<file path="src/rtl/stoch_pkg.sv">
// Shared types and constants for the stochastic arithmetic unit.
// LFSR geometry (x^31+x^28+1), operator/state encodings and default seeds.
package stoch_pkg;

    localparam int LFSR_W = 31;
    localparam int TAP_HI = 30;
    localparam int TAP_LO = 27;

    localparam logic [LFSR_W-1:0] SEED_A_DEF = 31'h0000_0001;
    localparam logic [LFSR_W-1:0] SEED_B_DEF = 31'h5EED_1234;

    typedef enum logic [1:0] {
        MODE_UMUL = 2'b00,
        MODE_BMUL = 2'b01,
        MODE_SADD = 2'b10,
        MODE_PASS = 2'b11
    } mode_e;

    typedef enum logic [1:0] {
        ST_IDLE = 2'd0,
        ST_RUN  = 2'd1,
        ST_DONE = 2'd2
    } state_e;

    function automatic logic [LFSR_W-1:0] lfsr_next(input logic [LFSR_W-1:0] s);
        return {s[LFSR_W-2:0], s[TAP_HI] ^ s[TAP_LO]};
    endfunction

endpackage

</file>
<file path="src/rtl/stoch_lfsr.sv">
// Free-running 31-bit Fibonacci LFSR used as a stochastic number generator source.
// load_i reloads SEED on the next edge; only the low OUT_W bits are exported.
module stoch_lfsr
    import stoch_pkg::*;
#(
    parameter logic [LFSR_W-1:0] SEED  = SEED_A_DEF,
    parameter int                OUT_W = 8
) (
    input  logic             clk,
    input  logic             rst,
    input  logic             load_i,
    output logic [OUT_W-1:0] state_o
);

    logic [LFSR_W-1:0] lfsr_q;
    logic [LFSR_W-1:0] lfsr_d;

    assign lfsr_d  = load_i ? SEED : lfsr_next(lfsr_q);
    assign state_o = lfsr_q[OUT_W-1:0];

    always_ff @(posedge clk or posedge rst) begin
        if (rst) lfsr_q <= SEED;
        else     lfsr_q <= lfsr_d;
    end

endmodule

</file>
<file path="src/rtl/stoch_arith_unit.sv">
// Stochastic arithmetic unit: two LFSR SNGs, one selectable operator, windowed ones counter.
// Optional macro STOCH_RESEED_EN reloads both LFSRs when a request is accepted.
//
// state   | meaning
// ST_IDLE | waiting for start; operands latched on acceptance
// ST_RUN  | 2 fill cycles, then 2^WIN_LOG2 counted cycles, then conversion
// ST_DONE | result_valid high for one cycle, busy still high
module stoch_arith_unit
    import stoch_pkg::*;
#(
    parameter int                PROB_W   = 8,
    parameter int                WIN_LOG2 = 8,
    parameter logic [LFSR_W-1:0] SEED_A   = SEED_A_DEF,
    parameter logic [LFSR_W-1:0] SEED_B   = SEED_B_DEF
) (
    input  logic              clk,
    input  logic              rst_n,
    input  logic              start,
    input  logic [1:0]        mode,
    input  logic [PROB_W-1:0] prob_a,
    input  logic [PROB_W-1:0] prob_b,
    output logic              busy,
    output logic [PROB_W-1:0] result,
    output logic              result_valid
);

    localparam int CNT_W = WIN_LOG2 + 1;
    localparam int TMR_W = WIN_LOG2 + 2;
    localparam logic [TMR_W-1:0] WIN_LEN  = TMR_W'(1 << WIN_LOG2);
    localparam logic [TMR_W-1:0] TMR_LOAD = TMR_W'((1 << WIN_LOG2) + 2);

    state_e             state_q;
    mode_e              mode_q;
    logic [PROB_W-1:0]  pa_q, pb_q;
    logic [TMR_W-1:0]   tmr_q;
    logic [CNT_W-1:0]   ones_q;
    logic               busy_q, valid_q;
    logic [PROB_W-1:0]  result_q;
    logic               sng_a_q, sng_b_q, sel_q, op_q;

    logic [PROB_W:0]    lfsr_a;
    logic [PROB_W-1:0]  lfsr_b;
    logic               start_acc;
    logic               reseed;
    logic [WIN_LOG2-1:0] sat_d;
    logic [PROB_W-1:0]  result_d;

    assign start_acc = (state_q == ST_IDLE) && start;

`ifdef STOCH_RESEED_EN
    assign reseed = start_acc;
`else
    assign reseed = 1'b0;
`endif

    stoch_lfsr #(.SEED(SEED_A), .OUT_W(PROB_W + 1)) u_lfsr_a (
        .clk     (clk),
        .rst     (rst_n),
        .load_i  (reseed),
        .state_o (lfsr_a)
    );

    stoch_lfsr #(.SEED(SEED_B), .OUT_W(PROB_W)) u_lfsr_b (
        .clk     (clk),
        .rst     (rst_n),
        .load_i  (reseed),
        .state_o (lfsr_b)
    );

    // SNG stage; the MUX select is registered here so it stays aligned with the stream bits
    always_ff @(posedge clk or posedge rst_n) begin
        if (rst_n) begin
            sng_a_q <= 1'b0;
            sng_b_q <= 1'b0;
            sel_q   <= 1'b0;
        end else begin
            sng_a_q <= (lfsr_a[PROB_W-1:0] < pa_q);
            sng_b_q <= (lfsr_b < pb_q);
            sel_q   <= lfsr_a[PROB_W];
        end
    end

    always_ff @(posedge clk or posedge rst_n) begin
        if (rst_n) begin
            op_q <= 1'b0;
        end else begin
            case (mode_q)
                MODE_UMUL: op_q <= sng_a_q & sng_b_q;
                MODE_BMUL: op_q <= ~(sng_a_q ^ sng_b_q);
                MODE_SADD: op_q <= sel_q ? sng_b_q : sng_a_q;
                default:   op_q <= sng_a_q;
            endcase
        end
    end

    // A full-window count (MSB set) saturates to all ones before truncation
    assign sat_d    = ones_q[WIN_LOG2] ? '1 : ones_q[WIN_LOG2-1:0];
    assign result_d = sat_d[WIN_LOG2-1 -: PROB_W];

    always_ff @(posedge clk or posedge rst_n) begin
        if (rst_n) begin
            state_q  <= ST_IDLE;
            mode_q   <= MODE_UMUL;
            pa_q     <= '0;
            pb_q     <= '0;
            tmr_q    <= '0;
            ones_q   <= '0;
            busy_q   <= 1'b0;
            valid_q  <= 1'b0;
            result_q <= '0;
        end else begin
            valid_q <= 1'b0;
            case (state_q)
                ST_IDLE: begin
                    if (start_acc) begin
                        mode_q  <= mode_e'(mode);
                        pa_q    <= prob_a;
                        pb_q    <= prob_b;
                        tmr_q   <= TMR_LOAD;
                        ones_q  <= '0;
                        busy_q  <= 1'b1;
                        state_q <= ST_RUN;
                    end
                end
                ST_RUN: begin
                    if (tmr_q == '0) begin
                        result_q <= result_d;
                        valid_q  <= 1'b1;
                        state_q  <= ST_DONE;
                    end else begin
                        tmr_q <= tmr_q - 1'b1;
                        if (tmr_q <= WIN_LEN) ones_q <= ones_q + CNT_W'(op_q);
                    end
                end
                ST_DONE: begin
                    busy_q  <= 1'b0;
                    state_q <= ST_IDLE;
                end
                default: state_q <= ST_IDLE;
            endcase
        end
    end

    assign busy         = busy_q;
    assign result       = result_q;
    assign result_valid = valid_q;

endmodule
</file>
<file path="config.mk">
export PLATFORM = sky130hd
export DESIGN_NAME = stoch_arith_unit
export DESIGN_NICKNAME = d
export VERILOG_FILES = /design/src/rtl/stoch_pkg.sv /design/src/rtl/stoch_lfsr.sv /design/src/rtl/stoch_arith_unit.sv
export SDC_FILE = /design/constraint.sdc
export NUM_CORES = 1
export LEC_CHECK = 0
export CAP_MARGIN = 20
export CORE_MARGIN = 4
export CORE_UTILIZATION = 45
export DETAILED_ROUTE_END_ITERATION = 10
export PLACE_DENSITY = 0.68
export SYNTH_ARGS = -nofsm -noshare
export SYNTH_HDL_FRONTEND = slang
export SYNTH_HIERARCHICAL = 1
export SYNTH_SLANG_ARGS = --single-unit
</file>
<file path="constraint.sdc">
create_clock -name clk -period 3.6 [get_ports clk]
set_input_delay 0.72 -clock clk [delete_from_list [all_inputs] [get_ports clk]]
set_output_delay 0.72 -clock clk [all_outputs]
set_load 0.02 [all_outputs]
</file>
# Word-level counts from Yosys, hierarchy flattened
# Index checks and enable logic that the tools add are counted.
[totals]
regBits = 115
romBits = 0
out_inout_bits = 10
latch_bits = 0
inputBits = 21
ramBits = 0
mem_count = 0
[op_classes]
div_mod_pow = 0
mul = 0
add_sub_neg = 2
reduce_logical = 12
n_eq_ne = 8
n_shift = 0
mux = 17
bitwise_logic = 5
order_cmp = 3
[ops]
columns = ["operator", "n"]
rows = [
  ["9-bit 2-to-1 mux", 3],
  ["10-bit 2-to-1 mux", 2],
  ["10-bit case mux with 2 select lines", 1],
  ["9-bit case mux with 2 select lines", 1],
  ["8-bit less-than comparator", 2],
  ["10-bit by 9-bit less-or-equal comparator with 1-bit output, second input constant", 1],
  ["10-bit zero test", 1],
  ["10-bit by 1-bit subtractor with 10-bit output, second input constant", 1],
  ["9-bit by 1-bit adder with 9-bit output", 1],
  ["8-bit 2-to-1 mux", 1],
  ["2-bit != test, second input constant", 4],
  ["2-bit AND reduction", 4],
  ["2-bit by 1-bit == test with 1-bit output, second input constant", 2],
  ["2-bit == test, second input constant", 2],
  ["2-bit zero test", 2],
  ["1-bit 2-to-1 mux", 4],
  ["2-bit 2-to-1 mux", 2],
  ["2-bit case mux with 2 select lines", 1],
  ["4-bit AND reduction", 1],
  ["2-bit nonzero test", 2],
  ["1-bit case mux with 3 select lines", 1],
  ["3-bit AND reduction", 1],
  ["1-bit bitwise XOR", 3],
  ["1-bit case mux with 2 select lines", 1],
  ["other kinds (3)", 3],
]

# Longest topological paths before layout
# Gate-level depths: netlist of the first run.
[logic_depth]
depth_word = 4
mapped_depth = 8

# Hierarchy
# Netlist of the first run, hierarchy kept.
[by_module_without_submodules]
columns = ["mod", "cells_per_inst", "area_each_um2", "n_inst", "seq_area_each_um2"]
rows = [
  ["stoch_arith_unit", 284, 2695.1, 1, 1326.3],
  ["stoch_lfsr (u_lfsr_b)", 75, 1087.3, 1, 795.8],
  ["stoch_lfsr (u_lfsr_a)", 76, 1068.5, 1, 777.0],
]

# Worst setup path before layout of the first run
# No wires, ideal clock.
[synth_timing]
path_type = "input port to flip-flop"
from = "input port start"
to = "register ones_q[2]"
path_buffers = 1
cell_stages = 6
arrival_time_ns = 1.935
setup_ns = 0.129
required_ns = 3.471
path_slack_ns = 1.536
path_cell_list = "or3b_2 buf_2 mux2i_1 o311ai_4 o21ai_0 o21ai_0"
[synth_between]
elab_chain_len = 3
[synth_rtl]
columns = ["element", "line_no", "source"]
rows = [
  ["start: declaration", "stoch_arith_unit.sv:18", "input logic start,"],
  ["1-bit logical AND", "stoch_arith_unit.sv:48", "assign start_acc = (state_q == ST_IDLE) && start;"],
  ["2-bit != test (no source line)", "n/a", ""],
  ["4-bit AND reduction (no source line)", "n/a", ""],
  ["end signal: assignment", "stoch_arith_unit.sv:132", "if (tmr_q <= WIN_LEN) ones_q <= ones_q + CNT_W'(op_q);"],
  ["end: declaration", "stoch_arith_unit.sv:36", "logic [CNT_W-1:0] ones_q;"],
]
# Every way passes these cells.
# A chain may end at the register's enable or synchronous reset.

# Worst setup path in the final report of the first run
[layout_timing]
from = "input port start"
to = "register ones_q[6]"
# The elaborated chain is that of the path after synthesis.

==> metrics.txt, run 1 <==
fin crit period 2210 ps; total of max-cap violations 0; HPWL Detailed 5.39 mm; area of the mapped netlist 4850 sq um; aggregate global-route resource usage approximately 14%; capturing point of the worst reg2reg path result[6]; status completed; die width 112 um; number of synthesized register bits 115; capturing element type of the critical path register; CTS H-tree depth 4; leakage power 0.00268 uW; tightest slew margin relative to the limit 62.4%; y dimension of the die 112 um; setup repair after global routing missed its margin no; total grt overflow 0; kind of start point of the critical path input port; IR Drop Worst-Case VDD roughly 320 uV; DRT Pass-1 Iters 4; largest cells by area after synthesis sky130_fd_sc_hd__dfrtp_1 51%, sky130_fd_sc_hd__dfstp_2 9.2%, sky130_fd_sc_hd__nor2b_1 5.9%, sky130_fd_sc_hd__ha_1 4.6%, sky130_fd_sc_hd__o21ai_0 3.5%; achievable frequency 453 MHz; post-detailed-route via-to-cell ratio 4.77; number of setup violations in the final report 0; number of inserted diodes 0; clk_lat worst skew about 500 ps; power per standard cell area 661 nW/um^2; series of cell instances along the critical path clkdlybuf4s50_1, or3b_2, mux2i_1, o311ai_4, o21ai_0, o21ai_0; worst hold path class register to register; Bufs on Longest Clock Path 2; port bufs 30; WP data arrival 2590 ps; Hold Violations, Final 0; Final Max Slew Viols 0; core occupancy in the finished layout 55.4%; hold path startpoint u_lfsr_a/lfsr_q[8]; Commonest cells post-synth 98 x sky130_fd_sc_hd__dfrtp_1, 46 x sky130_fd_sc_hd__nor2b_1, 45 x sky130_fd_sc_hd__nand2_1, 34 x sky130_fd_sc_hd__o21ai_0, 28 x sky130_fd_sc_hd__nor2_1; number of global-route vias before repair 2954; layout net count 503; overall die area 12500 sq um; hold-critical path endpoint sel_q; count leader, synth sky130_fd_sc_hd__dfrtp_1; Gates resized, CTS repair 0; Critical Path Slowest Stage Cell sky130_fd_sc_hd__or3b_2; count of filler cells inserted in the layout 901; number of nets with antenna violations after routing 0; average wire length per cell after detail routing between 10 and 15 um; slew at the pin closest to its max-slew limit 563 ps; detailed router's first-iteration violation count 114; area leader, netlist sky130_fd_sc_hd__dfrtp_1; source of the worst register-to-register timing path tmr_q[0]; DRC 0; most numerous cell on the critical path sky130_fd_sc_hd__o21ai_0; Starting Density 46.6%; share of synthesized registers carrying an async set or reset 100%; Worst path max stage delay 590 ps; total of warnings raised by yosys 6; largest net degree at the start of global routing 47; total number of vias 2924; Reg2Reg Setup Slack 1520 ps; average footprint of a synthesized cell 11.2 sq um; period utilization between 60% and 70%; synthesis-to-layout area growth 19.0%; CTS tree built; Final TNS setup 0 ps; number of placement rows 37; share of layout cells above drive strength 1 roughly 13%; clock transition time at the flip-flop clock pins of the worst setup and hold paths 50 ps; critical-path maximum fanout 10; Detailed Route WL 7.93 mm; wire length of the first global-routing pass 13.9 mm; share of the synthesized area in the top cell type 50.6%; EDFF count, synth 0; # hold bufs at CTS 0; setup fix buffers added after clock tree synthesis 0; sink count of the clock tree 115; leading register cell type out of synthesis sky130_fd_sc_hd__dfrtp_1; cell chosen for the clock root sky130_fd_sc_hd__clkbuf_8; start-to-end type of the worst setup path input port to register; cell count after synthesis between 400 and 500; # IOs 31; cts bufs inserted 17; CORE AREA 10400 sq um; number of cells on the worst hold path 0; Req. time, crit path roughly 4000 ps; antenna violations before repair 0; routability congestion estimate ~0.76; Cell variety after synth 46; sequential share of the synthesized area 59.8%; cell count of the worst reg-to-reg path 7; final worst clock skew between 10 and 15 ps
[critical path: cells and delay by family]
kind            cells  cell delay [ps]
mux                 1              270
simple gates        1              590
compound gates      3              500
buf+inv             1              490
[worst max path at each step]
| stage | from | end | slack (ps) | depth (start not counted) |
|---|---|---|---|---|
| 2_1_floorplan | start | ones_q[2] | 1540 | 6 |
| 3_3_place_gp | start | ones_q[6] | 940 | 6 |
| 3_5_place_dp | start | ones_q[3] | 910 | 6 |
| 4_1_cts | result[6] | result[6] | 1390 | 1 |
| 5_1_grt | tmr_q[0] | result[6] | 1290 | 7 |
| 6_report | start | ones_q[6] | 1390 | 6 |
[placed cells by master, fill, tap and decap left out, types with 4 or more instances in the layout]
cell type                         Yosys  final
sky130_fd_sc_hd__a21o_1               5      5
sky130_fd_sc_hd__and3_1               4      4
sky130_fd_sc_hd__buf_4               18      4
sky130_fd_sc_hd__clkbuf_16            0     16
sky130_fd_sc_hd__clkbuf_8             1      4
sky130_fd_sc_hd__clkdlybuf4s50_1      0     30
sky130_fd_sc_hd__conb_1               1      8
sky130_fd_sc_hd__dfrtp_1             98     98
sky130_fd_sc_hd__dfstp_2             17     17
sky130_fd_sc_hd__ha_1                18     18
sky130_fd_sc_hd__inv_1               27     26
sky130_fd_sc_hd__nand2_1             45     45
sky130_fd_sc_hd__nand2b_1             5      5
sky130_fd_sc_hd__nand3_1              8      8
sky130_fd_sc_hd__nor2_1              28     28
sky130_fd_sc_hd__nor2b_1             46     46
sky130_fd_sc_hd__o211ai_1             5      5
sky130_fd_sc_hd__o21ai_0             34     34
sky130_fd_sc_hd__or2_1               16     16
sky130_fd_sc_hd__xnor2_1              7      7
[logic make-up (layout without fill, tap and decap cells)]
kind of cell | Yosys count | in the layout | synth area share (%)
buf+inv | 59 | 94 | 6.63
simple gates | 170 | 170 | 18.6
xor+xnor | 9 | 9 | 1.63
other cells | 1 | 8 | 0.0773
flops | 115 | 115 | 59.8
mux | 2 | 2 | 0.413
fa+ha+maj | 18 | 18 | 4.64
compound gates | 61 | 61 | 8.20
[through the flow]
step	total power (uW)	hold slack [ps]	cells	area, sq um	setup slack (ps)
floorplan	2040	407	442	4880	1540
global placement	2150	370	580	5160	944
detailed placement	2180	363	580	5160	907
CTS	3860	378	612	5760	1390
global route	4030	391	613	5770	1290
finish	3810	375	613	5770	1390
[final cells by class]
type                    count  area (sq um)  share of cell area [%]
flip-flops and latches    115          2900                    50.2
multi-input cells         268          1660                    28.8
clock buffers              23           467                    8.08
repair buffers             35           345                    5.98
well taps                 136           170                    2.95
clock inverters             9           129                    2.23
inverters                  27           101                    1.76
[state kept, by name, summed over array words and instances, names as in the netlist]
| register | count |
|---|---|
| sng_a_q | 1 |
| result | 8 |
| result_valid | 1 |
| mode_q | 2 |
| tmr_q | 10 |
| u_lfsr_a/lfsr_q | 31 |
| busy | 1 |
| pb_q | 8 |
| op_q | 1 |
| pa_q | 8 |
| ones_q | 9 |
| sng_b_q | 1 |
| u_lfsr_b/lfsr_q | 31 |
| state_q | 2 |
| sel_q | 1 |
[metal layers]
layer | share of wire (%) | track usage, % | wire [um] | vias to the layer above
met5 | 0 | 0 | 0 | -
met4 | 1.2 | 5.68 | 97 | 0
met3 | 4.0 | 5.43 | 317 | 8
met2 | 47 | 20.6 | 3750 | 44
met1 | 47 | 18.5 | 3770 | 1416
li1 | - | - | - | 1456
[report_power, final]
part	total (uW)	switching (uW)	internal (uW)
logic	531	283	248
clock network	1650	545	1100
registers	1630	169	1460
Note: power is estimated with default switching activity, not from simulation.
==> inputs of run 2 (changes only) <==
PLACE_DENSITY = 0.71   (was 0.68)
clock period = 1.9 ns   (was 3.6 ns; I/O delays follow)
==> metrics.txt, run 2 (synthesis gave the netlist of run 1 again) <==
Final Max Slew Viols 0 (unchanged); CORE AREA 10400 sq um (unchanged); y dimension of the die 112 um (unchanged); kind of start point of the critical path register; largest net degree at the start of global routing 54 (+15%); number of nets with antenna violations after routing 0 (unchanged); failing checks negative setup slack; die width 112 um (unchanged); source of the worst register-to-register timing path tmr_q[1]; routability congestion estimate 0.776 (+1.7%); final worst clock skew 13.4 ps (-0.935 ps); detailed router's first-iteration violation count 125 (+9.6%); area used by multi-input combinational logic 1690 sq um (+1.7%); leakage power 0.00276 uW (+3.2%); CTS tree built; HPWL Detailed 5.39 mm (about the same); total of max-cap violations 0 (unchanged); total grt overflow 0 (unchanged); Starting Density 46.6% (unchanged); clk_lat worst skew 500 ps (about the same); sink count of the clock tree 115 (unchanged); count of filler cells inserted in the layout 844 (-6.3%); cts bufs inserted 17 (unchanged); most common cell after layout, fill and taps aside sky130_fd_sc_hd__dfrtp_1; number of setup violations in the final report 6 (+6); clock transition time at the flip-flop clock pins of the worst setup and hold paths 50 ps (about the same); DRC 0 (unchanged); Layout Cell Area excl Fill 5940 sq um (+2.9%); start-to-end type of the worst setup path register to register; Detailed Route WL 8.44 mm (+6.4%); final cell count without fillers 626 (+2.1%); IR Drop Worst-Case VDD 783 uV (+140%); # IOs 31 (unchanged); total number of vias 3013 (+3.0%); average wire length per cell after detail routing 13.5 um (+4.1%); fin crit period 1940 ps; synthesis-to-layout area growth 22.4%; power per standard cell area 1280 nW/um^2 (+94%); status finished with violations; area after detailed placement 5250 sq um (+1.7%); number of inserted diodes 0 (unchanged); share of layout cells above drive strength 1 16.5% (+3.7 points); Bufs on Longest Clock Path 2 (unchanged); worst hold path class input port to async pin; final worst-path setup slack -36.4 ps (-1430 ps); cell chosen for the clock root sky130_fd_sc_hd__clkbuf_8; wire length of the first global-routing pass 15.0 mm (+7.5%); achievable frequency 516 MHz; DRT Pass-1 Iters 4 (unchanged); number of placement rows 37 (unchanged); period utilization 102%; aggregate global-route resource usage 14.9% (+0.92 points); highest-count cells in the layout ignoring fill and taps 98 x sky130_fd_sc_hd__dfrtp_1, 46 x sky130_fd_sc_hd__nor2b_1, 44 x sky130_fd_sc_hd__nand2_1; Hold Violations, Final 0 (unchanged); placed insts 590 (+1.7%); antenna violations before repair 0 (unchanged); critical-path maximum fanout 5 (-5); hold slack final 298 ps (-77.4 ps); launching element of the worst setup path tmr_q[1]; total design power 7600 uW (+99%); setup repair after global routing missed its margin yes; capturing element type of the critical path register; overall die area 12500 sq um (unchanged); area taken by flip-flops and latches 2900 sq um (unchanged); layout net count 516 (+2.6%); number of global-route vias before repair 3214 (+8.8%); CTS H-tree depth 4 (unchanged); largest registers in the final layout u_lfsr_a/lfsr_q x31, u_lfsr_b/lfsr_q x31, tmr_q x10; port bufs 30 (unchanged); post-detailed-route via-to-cell ratio 4.81 (+0.90%); # hold bufs at CTS 0 (unchanged); Final TNS setup -127 ps (-127 ps); WP data arrival 2320 ps (-270 ps); Req. time, crit path 2280 ps (-1700 ps)
==> run 2: changes by cell type in the layout (fill, tap and decap cells not counted), moves of 2 or more <==
cell                      previous run  this run
sky130_fd_sc_hd__buf_4               4        16
sky130_fd_sc_hd__o21ai_0            34        23
sky130_fd_sc_hd__o21ai_1             0        11
sky130_fd_sc_hd__buf_12              0         2
sky130_fd_sc_hd__nor3b_1             2         0
sky130_fd_sc_hd__nor3b_2             1         3
==> run 2: routing by layer <==
layer	vias to the layer above	track usage (%)	part of all wire, %
li1	1484	-	-
met3	8	4.51	3.4
met2	37	23.4	49
met1	1484	19.2	46
met4	0	6.16	1.2
met5	-	0	0
==> run 2: what timing repair did <==
action                     4_1_cts  5_1_grt
resized for setup                7       11
pin swaps                        5        9
setup buffers                    1        3
gates cloned                     0        0
setup endpoints to repair        5       13
==> run 2: power by group <==
group	switching (uW)	leakage (uW)	internal, uW
clock	1040	0.000302	2230
sequential	281	0.00142	2770
combinational	652	0.00104	620
==> run 2: path summary, 6_finish.rpt <==
path	end	slack [ps]	cells past startpoint
max	ones_q[4]	-40	8
min	pb_q[6]	300	3
max reg2reg	ones_q[4]	-40	8
min reg2reg	sel_q	380	0
max in group asynchronous	u_lfsr_b/lfsr_q[27]	1240	3
min in group clk	sel_q	380	0
==> run 2: metrics by stage <==
stage	worst slack [ps]	utilization [%]
3_5_place_dp	-320	50.4
2_1_floorplan	40.2	-
5_1_grt	-110	57.0
6_report	-36.4	57.0
3_3_place_gp	-268	50.4
4_1_cts	-49.4	56.6
==> run 2: area by class of cell <==
type | instances | area share, %
sequential | 115 | 48.8
multi-input combinational | 268 | 28.4
clock buffer | 23 | 7.86
timing repair buffer | 48 | 7.75
clock inverter | 9 | 2.55
inverter | 27 | 1.71
tap | 136 | 2.87
==> run 2: worst max-delay path, stage by stage, from the launching register on <==
cell	delay, ps
sky130_fd_sc_hd__dfrtp_1	370
sky130_fd_sc_hd__inv_1	60
sky130_fd_sc_hd__ha_2	180
sky130_fd_sc_hd__or3b_4	430
sky130_fd_sc_hd__o211ai_1	280
sky130_fd_sc_hd__o311ai_4	210
sky130_fd_sc_hd__buf_12	170
sky130_fd_sc_hd__nand2_2	50
sky130_fd_sc_hd__o211ai_1	70
==> inputs of run 3 (changes only) <==
GPL_TIMING_DRIVEN = 0   (was default)
==> metrics.txt, run 3 (synthesis gave the netlist of run 1 again) <==
series of cell instances along the critical path inv_1, ha_2, or3b_4, or3_4, nand3_4, buf_4, o211ai_1; # IOs 31 (unchanged); Worst path max stage delay 420 ps (about the same); port bufs 30 (unchanged); wire length of the first global-routing pass 15.2 mm (+1.9%); Req. time, crit path 2280 ps (about the same); synthesis-to-layout area growth 26.7%; Hold Violations, Final 0 (unchanged); fin crit period 1930 ps (-8.01 ps); average wire length per cell after detail routing 13.8 um (+2.2%); achievable frequency 519 MHz (+0.42%); aggregate global-route resource usage 15.3% (+0.48 points); cell chosen for the clock root sky130_fd_sc_hd__clkbuf_8; post-detailed-route via-to-cell ratio 4.89 (+1.6%); power per standard cell area 1180 nW/um^2 (-7.9%); status finished with violations; antenna violations before repair 0 (unchanged); IR Drop Worst-Case VDD 559 uV (-29%); total number of vias 3218 (+6.8%); number of nets with antenna violations after routing 0 (unchanged); Critical Path Slowest Stage Cell sky130_fd_sc_hd__or3b_4; largest net degree at the start of global routing 32 (-41%); routability congestion estimate 0.754 (-2.8%); total grt overflow 0 (unchanged); die width 112 um (unchanged); clock transition time at the flip-flop clock pins of the worst setup and hold paths 60 ps (about the same); y dimension of the die 112 um (unchanged); Detailed Route WL 9.06 mm (+7.4%); sink count of the clock tree 115 (unchanged); number of inserted diodes 0 (unchanged); most common cell after layout, fill and taps aside sky130_fd_sc_hd__dfrtp_1; total of max-cap violations 0 (unchanged); layout net count 548 (+6.2%); final worst clock skew 7.14 ps (-6.28 ps); placed insts 609 (+3.2%); detailed router's first-iteration violation count 140 (+12%); WP data arrival 2300 ps (-20 ps); setup repair after global routing missed its margin yes; hold slack final 227 ps (-70.8 ps); leakage power 0.00292 uW (+5.6%); failing checks negative setup slack; start-to-end type of the worst setup path register to register; DRC 0 (unchanged); final worst-path setup slack -28.4 ps (+8.01 ps); overall die area 12500 sq um (unchanged); CTS H-tree depth 4 (unchanged); Final TNS setup -54.2 ps (+72.5 ps); count of filler cells inserted in the layout 824 (-2.4%); highest-count cells in the layout ignoring fill and taps 95 x sky130_fd_sc_hd__dfrtp_1, 46 x sky130_fd_sc_hd__nor2b_1, 45 x sky130_fd_sc_hd__nand2_1; Bufs on Longest Clock Path 2 (unchanged); capturing element type of the critical path register; cts bufs inserted 17 (unchanged); DRT Pass-1 Iters 5 (+1); slew at the pin closest to its max-slew limit between 500 and 600 ps; clk_lat worst skew 510 ps (about the same); number of global-route vias before repair 3275 (+1.9%); Final Max Slew Viols 0 (unchanged); final cell count without fillers 658 (+5.1%); HPWL Detailed 5.57 mm (+3.4%); tightest slew margin relative to the limit 60.0%; pre-CTS worst setup slack -610 ps (-290 ps); CTS tree built; largest registers in the final layout u_lfsr_a/lfsr_q x31, u_lfsr_b/lfsr_q x31, tmr_q x10; Starting Density 46.6% (unchanged); period utilization 101% (-0.42 points); critical-path maximum fanout 8 (+3); number of setup violations in the final report 2 (-4); share of layout cells above drive strength 1 22.6% (+6.1 points); kind of start point of the critical path register; core occupancy in the finished layout 59.0% (+2.0 points); worst hold path class input port to async pin; CORE AREA 10400 sq um (unchanged); number of placement rows 37 (unchanged)
-- run 3: changes by cell type in the layout (fill, tap and decap cells not counted), moves of 3 or more --
cell / delta
sky130_fd_sc_hd__dfrtp_1: -3
sky130_fd_sc_hd__clkinv_2: +3
sky130_fd_sc_hd__buf_2: +5
sky130_fd_sc_hd__clkbuf_2: +4
sky130_fd_sc_hd__o21ai_1: -5
sky130_fd_sc_hd__clkinvlp_4: +4
sky130_fd_sc_hd__dfrtp_2: +3
sky130_fd_sc_hd__buf_4: +17
sky130_fd_sc_hd__bufinv_16: -3
sky130_fd_sc_hd__o21ai_0: +5
-- run 3: final timing paths --
kind                                       endpoint  cells past startpoint  slack (ps)                 from
max in group asynchronous                  tmr_q[4]                      3         980                rst_n
worst min register to register  u_lfsr_b/lfsr_q[12]                      1         420  u_lfsr_b/lfsr_q[11]
min in group clk                            pa_q[0]                      3         420            prob_a[0]
worst max register to register            ones_q[4]                      7         -30             tmr_q[1]
worst max-delay path                      ones_q[4]                      7         -30             tmr_q[1]
worst min-delay path             u_lfsr_b/lfsr_q[8]                      2         230                rst_n
-- run 3: timing repair --
item / CTS / global route
gates cloned: 1 / 0
hold buffers: 0 / 0
setup buffers: 8 / 6
endpoints found under the setup margin: 37 / 26
gates resized for setup: 16 / 12
pin swaps: 3 / 9
-- run 3: worst max-delay path, delay by kind of cell (launching register included) --
kind / cells / cell delay (ps)
adders and majority gates: 1 / 180
and+or+nand+nor: 3 / 950
buffers and inverters: 2 / 180
DFF: 1 / 380
AOI/OAI and AO/OA: 1 / 100
-- run 3: power by group --
part	total (uW)	switching, uW	internal, uW
Clock	2830	1120	1720
Sequential	3080	304	2780
Combinational	1330	676	651
Total	7240	2100	5150
-- run 3: final cells by class --
cell class              count  area [sq um]  share of cell area [%]
multi-input cells         269          1730                    28.1
repair buffers             47           485                    7.90
inverters                  27           101                    1.65
plain buffers              32           228                    3.71
clock inverters            14           115                    1.87
well taps                 136           170                    2.77
flip-flops and latches    115          2900                    47.2
clock buffers              18           418                    6.80
-- run 3: per-stage QoR --
step / power (uW) / instance area, sq um
final: 7240 / 6150
after global routing: 7630 / 6150
after CTS: 7170 / 6030
after detailed placement: 4160 / 5370
after global placement: 4090 / 5350
after floorplan: 3860 / 4880
-- run 3: layer usage --
layer	global-route usage, %	up-vias	part of all wire, %
met4	6.57	0	1.8
li1	-	1554	-
met1	19.4	1572	45
met5	0	-	0
met2	24.4	74	49
met3	4.78	18	4.3
